==> src/rtl/scalar_writeback_unit.sv <==
// Scalar write-back stage: buffers ALU/LSU results in an in-order FIFO and drains them
// into the register file write port. Optional forwarding search enabled by SCALAR_WB_BYPASS_EN.

`ifndef RF_NOP
`define RF_NOP 2'b00
`endif
`ifndef SCALAR_RF_WRITE
`define SCALAR_RF_WRITE 2'b01
`endif
`ifndef RF_FINISHED
`define RF_FINISHED 2'b10
`endif

module scalar_writeback_unit #(
    parameter int LEN        = 32,
    parameter int FIFO_DEPTH = 4,
    parameter int PTR_WIDTH  = 2
) (
    input  logic                 clk,
    input  logic                 rst,
    input  logic                 rdy_in,
    input  logic                 alu_valid,
    input  logic [4:0]           alu_rd,
    input  logic [LEN-1:0]       alu_data,
    output logic                 alu_ready,
    input  logic                 lsu_valid,
    input  logic [4:0]           lsu_rd,
    input  logic [LEN-1:0]       lsu_data,
    output logic                 lsu_ready,
    output logic [1:0]           rf_signal,
    output logic [4:0]           rf_rd,
    output logic [LEN-1:0]       rf_data,
    output logic                 write_back_enabled,
    input  logic [1:0]           rf_status,
    output logic [PTR_WIDTH:0]   fifo_count,
    output logic                 busy
`ifdef SCALAR_WB_BYPASS_EN
    ,
    input  logic [4:0]           byp_rs,
    output logic                 byp_hit,
    output logic [LEN-1:0]       byp_data
`endif
);

    localparam logic [PTR_WIDTH:0] L_CNT_M1 = (PTR_WIDTH+1)'(FIFO_DEPTH - 1);
    localparam logic [PTR_WIDTH:0] L_CNT_M2 = (PTR_WIDTH+1)'(FIFO_DEPTH - 2);

    typedef enum logic [1:0] {StIdle, StIssue, StWait} state_t;

    state_t               r_state;
    state_t               w_state_nxt;
    logic [PTR_WIDTH-1:0] r_wptr;
    logic [PTR_WIDTH-1:0] r_rptr;
    logic [PTR_WIDTH:0]   r_count;
    logic [4:0]           r_rd_mem   [FIFO_DEPTH];
    logic [LEN-1:0]       r_data_mem [FIFO_DEPTH];

    logic                 w_lsu_push;
    logic                 w_alu_push;
    logic                 w_pop;
    logic [PTR_WIDTH:0]   w_push_cnt;
    logic [PTR_WIDTH:0]   w_count_nxt;
    logic [PTR_WIDTH-1:0] w_alu_slot;
    logic                 w_issue;

    // Readiness looks only at the registered count; a same-cycle pop does not free space.
    assign lsu_ready = rdy_in && (r_count <= L_CNT_M1);
    assign alu_ready = rdy_in && (lsu_valid ? (r_count <= L_CNT_M2) : (r_count <= L_CNT_M1));

    // rd==0 still handshakes but is never enqueued.
    assign w_lsu_push  = lsu_valid && lsu_ready && (lsu_rd != 5'd0);
    assign w_alu_push  = alu_valid && alu_ready && (alu_rd != 5'd0);
    assign w_pop       = rdy_in && (r_state == StWait) && (rf_status == `RF_FINISHED);
    assign w_push_cnt  = (PTR_WIDTH+1)'(w_lsu_push) + (PTR_WIDTH+1)'(w_alu_push);
    assign w_count_nxt = r_count + w_push_cnt - (PTR_WIDTH+1)'(w_pop);
    assign w_alu_slot  = r_wptr + PTR_WIDTH'(w_lsu_push);

    always_comb begin
        w_state_nxt = r_state;
        if (rdy_in) begin
            case (r_state)
                StIdle:  if (r_count != '0) w_state_nxt = StIssue;
                StIssue: w_state_nxt = StWait;
                StWait: begin
                    if (rf_status == `RF_FINISHED) begin
                        w_state_nxt = (w_count_nxt != '0) ? StIssue : StIdle;
                    end
                end
                default: w_state_nxt = StIdle;
            endcase
        end
    end

    always_ff @(posedge clk or posedge rst) begin
        if (rst) begin
            r_state <= StIdle;
            r_wptr  <= '0;
            r_rptr  <= '0;
            r_count <= '0;
        end else if (rdy_in) begin
            r_state <= w_state_nxt;
            r_count <= w_count_nxt;
            r_wptr  <= r_wptr + PTR_WIDTH'(w_push_cnt);
            if (w_pop) r_rptr <= r_rptr + 1'b1;
        end
    end

    // LSU is the older entry when both push in the same cycle.
    always_ff @(posedge clk) begin
        if (!rst && w_lsu_push) begin
            r_rd_mem[r_wptr]   <= lsu_rd;
            r_data_mem[r_wptr] <= lsu_data;
        end
        if (!rst && w_alu_push) begin
            r_rd_mem[w_alu_slot]   <= alu_rd;
            r_data_mem[w_alu_slot] <= alu_data;
        end
    end

    assign w_issue            = (r_state == StIssue);
    assign write_back_enabled = w_issue;
    assign rf_signal          = w_issue ? `SCALAR_RF_WRITE : `RF_NOP;
    assign rf_rd              = w_issue ? r_rd_mem[r_rptr] : 5'd0;
    assign rf_data            = w_issue ? r_data_mem[r_rptr] : '0;
    assign fifo_count         = r_count;
    assign busy               = (r_count != '0) || (r_state != StIdle);

`ifdef SCALAR_WB_BYPASS_EN
    logic [PTR_WIDTH-1:0] w_byp_idx;

    // Walk from head to tail so the youngest match overwrites older ones.
    always_comb begin
        byp_hit   = 1'b0;
        byp_data  = '0;
        w_byp_idx = '0;
        for (int i = 0; i < FIFO_DEPTH; i++) begin
            w_byp_idx = r_rptr + PTR_WIDTH'(i);
            if (((PTR_WIDTH+1)'(i) < r_count) && (byp_rs != 5'd0) &&
                (r_rd_mem[w_byp_idx] == byp_rs)) begin
                byp_hit  = 1'b1;
                byp_data = r_data_mem[w_byp_idx];
            end
        end
    end
`endif

endmodule

==> config.mk <==
export PLATFORM = sky130hd
export DESIGN_NAME = scalar_writeback_unit
export DESIGN_NICKNAME = d
export VERILOG_FILES = /design/src/rtl/scalar_writeback_unit.sv
export SDC_FILE = /design/constraint.sdc
export NUM_CORES = 1
export LEC_CHECK = 0
export ABC_AREA = 1
export BUFFER_PORTS_ARGS = -buffer_cell sky130_fd_sc_hd__buf_2
export CELL_PAD_IN_SITES_DETAIL_PLACEMENT = 1
export CELL_PAD_IN_SITES_GLOBAL_PLACEMENT = 2
export CORE_ASPECT_RATIO = 1.25
export CORE_MARGIN = 2
export CORE_UTILIZATION = 35
export CTS_CLUSTER_SIZE = 16
export DETAILED_ROUTE_END_ITERATION = 10
export HOLD_SLACK_MARGIN = 0.06
export PLACE_DENSITY = 0.92
export SYNTH_ARGS = -nofsm -noshare
export SYNTH_HDL_FRONTEND = slang
export SYNTH_SLANG_ARGS = --single-unit
==> constraint.sdc <==
create_clock -name clk -period 6 [get_ports clk]
set_input_delay 0.9 -clock clk [delete_from_list [all_inputs] [get_ports clk]]
set_output_delay 0.9 -clock clk [all_outputs]
set_load 0.02 [all_outputs]
==> key figures <==
Placed design
  – Port Buf Inserts: 125
  – Hpwl dp: 17400 µm
  – Gpl congestion: 0.788
  – Cells after DPL: 1442

Timing
  – Final setup skew: 0.0105 ns
  – RSZ-0062 raised after global routing: false
  – Final setup viols: 0
  – Worst slew pin tran: 1.11 ns
  – Final Hold Fails: 0
  – Final Max Slew Viols: 0
  – FMAX: 251 MHz
  – Final worst-path cycle share: 66.5%
  – Slew headroom: 25.7%
  – TNS Setup: 0 ns
  – Crit path time final: 3.99 ns

Yosys
  – Synth Register Bits: 157
  – YS warnings: 0
  – Syn Area/Cell: 8.36 µm²
  – Synth Cell Area: 0.00885 mm²
  – Mapped Cells: 1059
  – Synth top area share: 50.2%
  – Cell taking the most area after synthesis: edfxtp_1
  – Register area share after synthesis: 52.7%
  – Number of synthesized flops with an enable pin: 148
  – Syn nets: 1147
  – Ys flop type: edfxtp_1
  – Synth top cells by count: 324 x nand2_1, 159 x nor2_1, 149 x nand4_1
  – Distinct cell type count after synthesis: 26
  – Top post-synthesis cells by area: edfxtp_1 50%, nand2_1 14%, nand4_1 11%
  – Async SR Flop Fraction: 5.73%
  – Top-count cell post-synth: nand2_1

Clock tree
  – Worst-path clk slew: 0.06 ns
  – Setup bufs post-CTS: 0
  – Root buffer cell: clkbuf_16
  – TritonCTS clock tree: built
  – Clock H-tree levels: 4
  – Worst-Skew Late Latency: 0.44 ns
  – Clock sinks: 157
  – Clk buf depth: 2
  – Clock buffer count from CTS: 17
  – PostCTS Resize Cnt: 0
  – Hold_buf cts: 0

Route
  – DR vias/cell: 5.52
  – Vias: 8134
  – Routed wire length: 29300 µm
  – Antenna Nets Post-Route: 0
  – Pre-antenna DRT Iters: 6
  – 1st-iter DRT viols: 496
  – WL/cell: 19.9 µm
  – DRC Markers: 0

Floorplanning
  – # rows: 65
  – Die height: 182 µm
  – Overall die area: 0.0266 mm²
  – Initial Utilization: 35.3%
  – Die width: 146 µm
  – # IOs: 127
  – Core region area: 0.0250 mm²

Final layout
  – Multi-input gate area: 0.00368 mm²
  – Final std cells w/o fill: 1474
  – Layout area overhead: 15.1%
  – Nets: 1214
  – Seq. cell area: 0.00467 mm²
  – Fillcell total: 3025
  – Fraction of layout cells with a size suffix above 1: 16.4%

Critical path
  – Type of origin of the critical path: flop
  – Critical Path Start: r_rptr[1]$_DFFE_PP0P_
  – Cell count of the worst reg-to-reg path: 14
  – Worst setup path class: reg -> out
  – RR Endpoint: r_state[0]$_DFFE_PP0P_
  – Reg-to-reg startpoint: fifo_count[2]$_DFFE_PP0P_
  – Worst path required time: 5.10 ns
  – Reg2reg setup slack: 2.80 ns
  – Arrival @ worst endpoint: 3.09 ns
  – Crit path capture: rf_data[31]
  – Crit path capture type: primary output
  – Max FO, Critical Path: 38

Run
  – MaxCap Viol Count: 0

Global route
  – Largest net degree at the start of global routing: 104
  – Total track usage: 22.1%
  – Initial antenna violation count: 1
  – Vias in the first global route: 8439
  – Grt ovf: 0
  – First-pass GRT wire length: 45600 µm

Pwr
  – P_sw: 1800 µW
  – Sw Ratio: 42.9%
  – Peak supply drop: 342 µV
  – Power Dens Cells: 411 mW/mm²
  – Clock Power Share: 25.4%
  – Leakage: 0.00430 µW
  – Int Pwr: 2390 µW
  – Logic pwr share: 40.9%
  – Seq pwr share: 33.7%

Outcome
  – Outcome: finished clean

Hold path
  – Min-Delay Startpoint: r_state[0]$_DFFE_PP0P_
  – Hold Crit Class: reg -> reg
per-layer routing:
layer | global-route usage (%) | wire length [µm]
met1 | 25.4 | 11700
met3 | 4.22 | 1390
met4 | 9.63 | 908
met5 | 0 | 0
met2 | 40.0 | 15300
critical path, cell delays in order (launching register included):
cell and delay (ns):
dfrtp_2 0.97, clkinv_1 0.53, buf_4 0.42, nor2_1 0.14, o21ai_0 0.09, a21oi_1 0.25
buf_2 0.25
metrics by stage:
step | worst slack [ns] | utilization, % | power [µW] | hold slack [ns] | area [µm²]
2_1_floorplan | 2.10 | - | 2530 | 0.449 | 8850
3_3_place_gp | 2.10 | 38.4 | 3110 | 0.512 | 9630
3_5_place_dp | 2.07 | 38.4 | 3150 | 0.512 | 9630
4_1_cts | 1.98 | 40.7 | 4210 | 0.530 | 10200
5_1_grt | 1.79 | 40.7 | 4410 | 0.553 | 10200
6_report | 2.01 | 40.7 | 4190 | 0.522 | 10200
sequential cells by signal (all words and copies together) (netlist names):
| signal | cells |
|---|---|
| r_wptr | 2 |
| r_data_mem | 128 |
| r_rd_mem | 20 |
| r_rptr | 2 |
| fifo_count | 3 |
| r_state | 2 |
area by class of cell:
class | instances | share of cell area, %
clock inverter | 10 | 1.20
antenna | 1 | 0.0245
inverter | 26 | 0.982
sequential | 157 | 45.8
multi-input combinational | 781 | 36.1
timing repair buffer | 143 | 7.46
tap | 335 | 4.11
clock buffer | 21 | 4.32
power groups by stage:
stage	logic [µW]	clock network (µW)	registers, µW
finish	1710	1070	1410
detailed placement	1710	0	1430
global route	1870	1120	1420
floorplan	1140	0	1390
CTS	1720	1080	1410
global placement	1680	0	1430
cells in the final DEF, fill, tap and decap left out, types with 2 or more instances in the layout:
cell	Yosys	layout
bufinv_16	0	3
nor3_1	3	3
nand3_2	1	5
buf_4	13	18
a21oi_1	39	39
nor2_4	2	6
nand4_1	149	149
clkinv_1	0	6
nand2_1	324	324
nor2_1	159	155
edfxtp_1	148	148
clkbuf_16	0	17
inv_1	22	20
o21ai_0	78	78
xor2_1	3	3
ha_1	6	6
o21ai_4	0	4
clkbuf_1	40	4
inv_2	4	4
buf_2	31	125
dfrtp_1	9	7
dfrtp_2	0	2
nand3_1	8	4
cell families after synthesis:
group                    Yosys count  synth area share, %
XOR/XNOR                           3                0.297
AND/OR/NAND/NOR                  648                 32.1
other                              1               0.0424
flip-flops                       157                 52.7
adder cells (fa/ha/maj)            7                 1.07
buffers and inverters            121                 6.80
AO/OA/AOI/OAI                    122                 6.91
how the worst min path moves through the flow:
stage | cells past startpoint | to | slack [ns]
after floorplan | 2 | r_state[0]$_DFFE_PP0P_ | 0.45
after global placement | 2 | r_state[0]$_DFFE_PP0P_ | 0.51
after detailed placement | 2 | r_state[0]$_DFFE_PP0P_ | 0.51
after CTS | 2 | r_state[0]$_DFFE_PP0P_ | 0.53
after global routing | 2 | r_state[0]$_DFFE_PP0P_ | 0.55
final | 2 | r_state[0]$_DFFE_PP0P_ | 0.52
No activity file was read; power rests on OpenSTA's default activity.
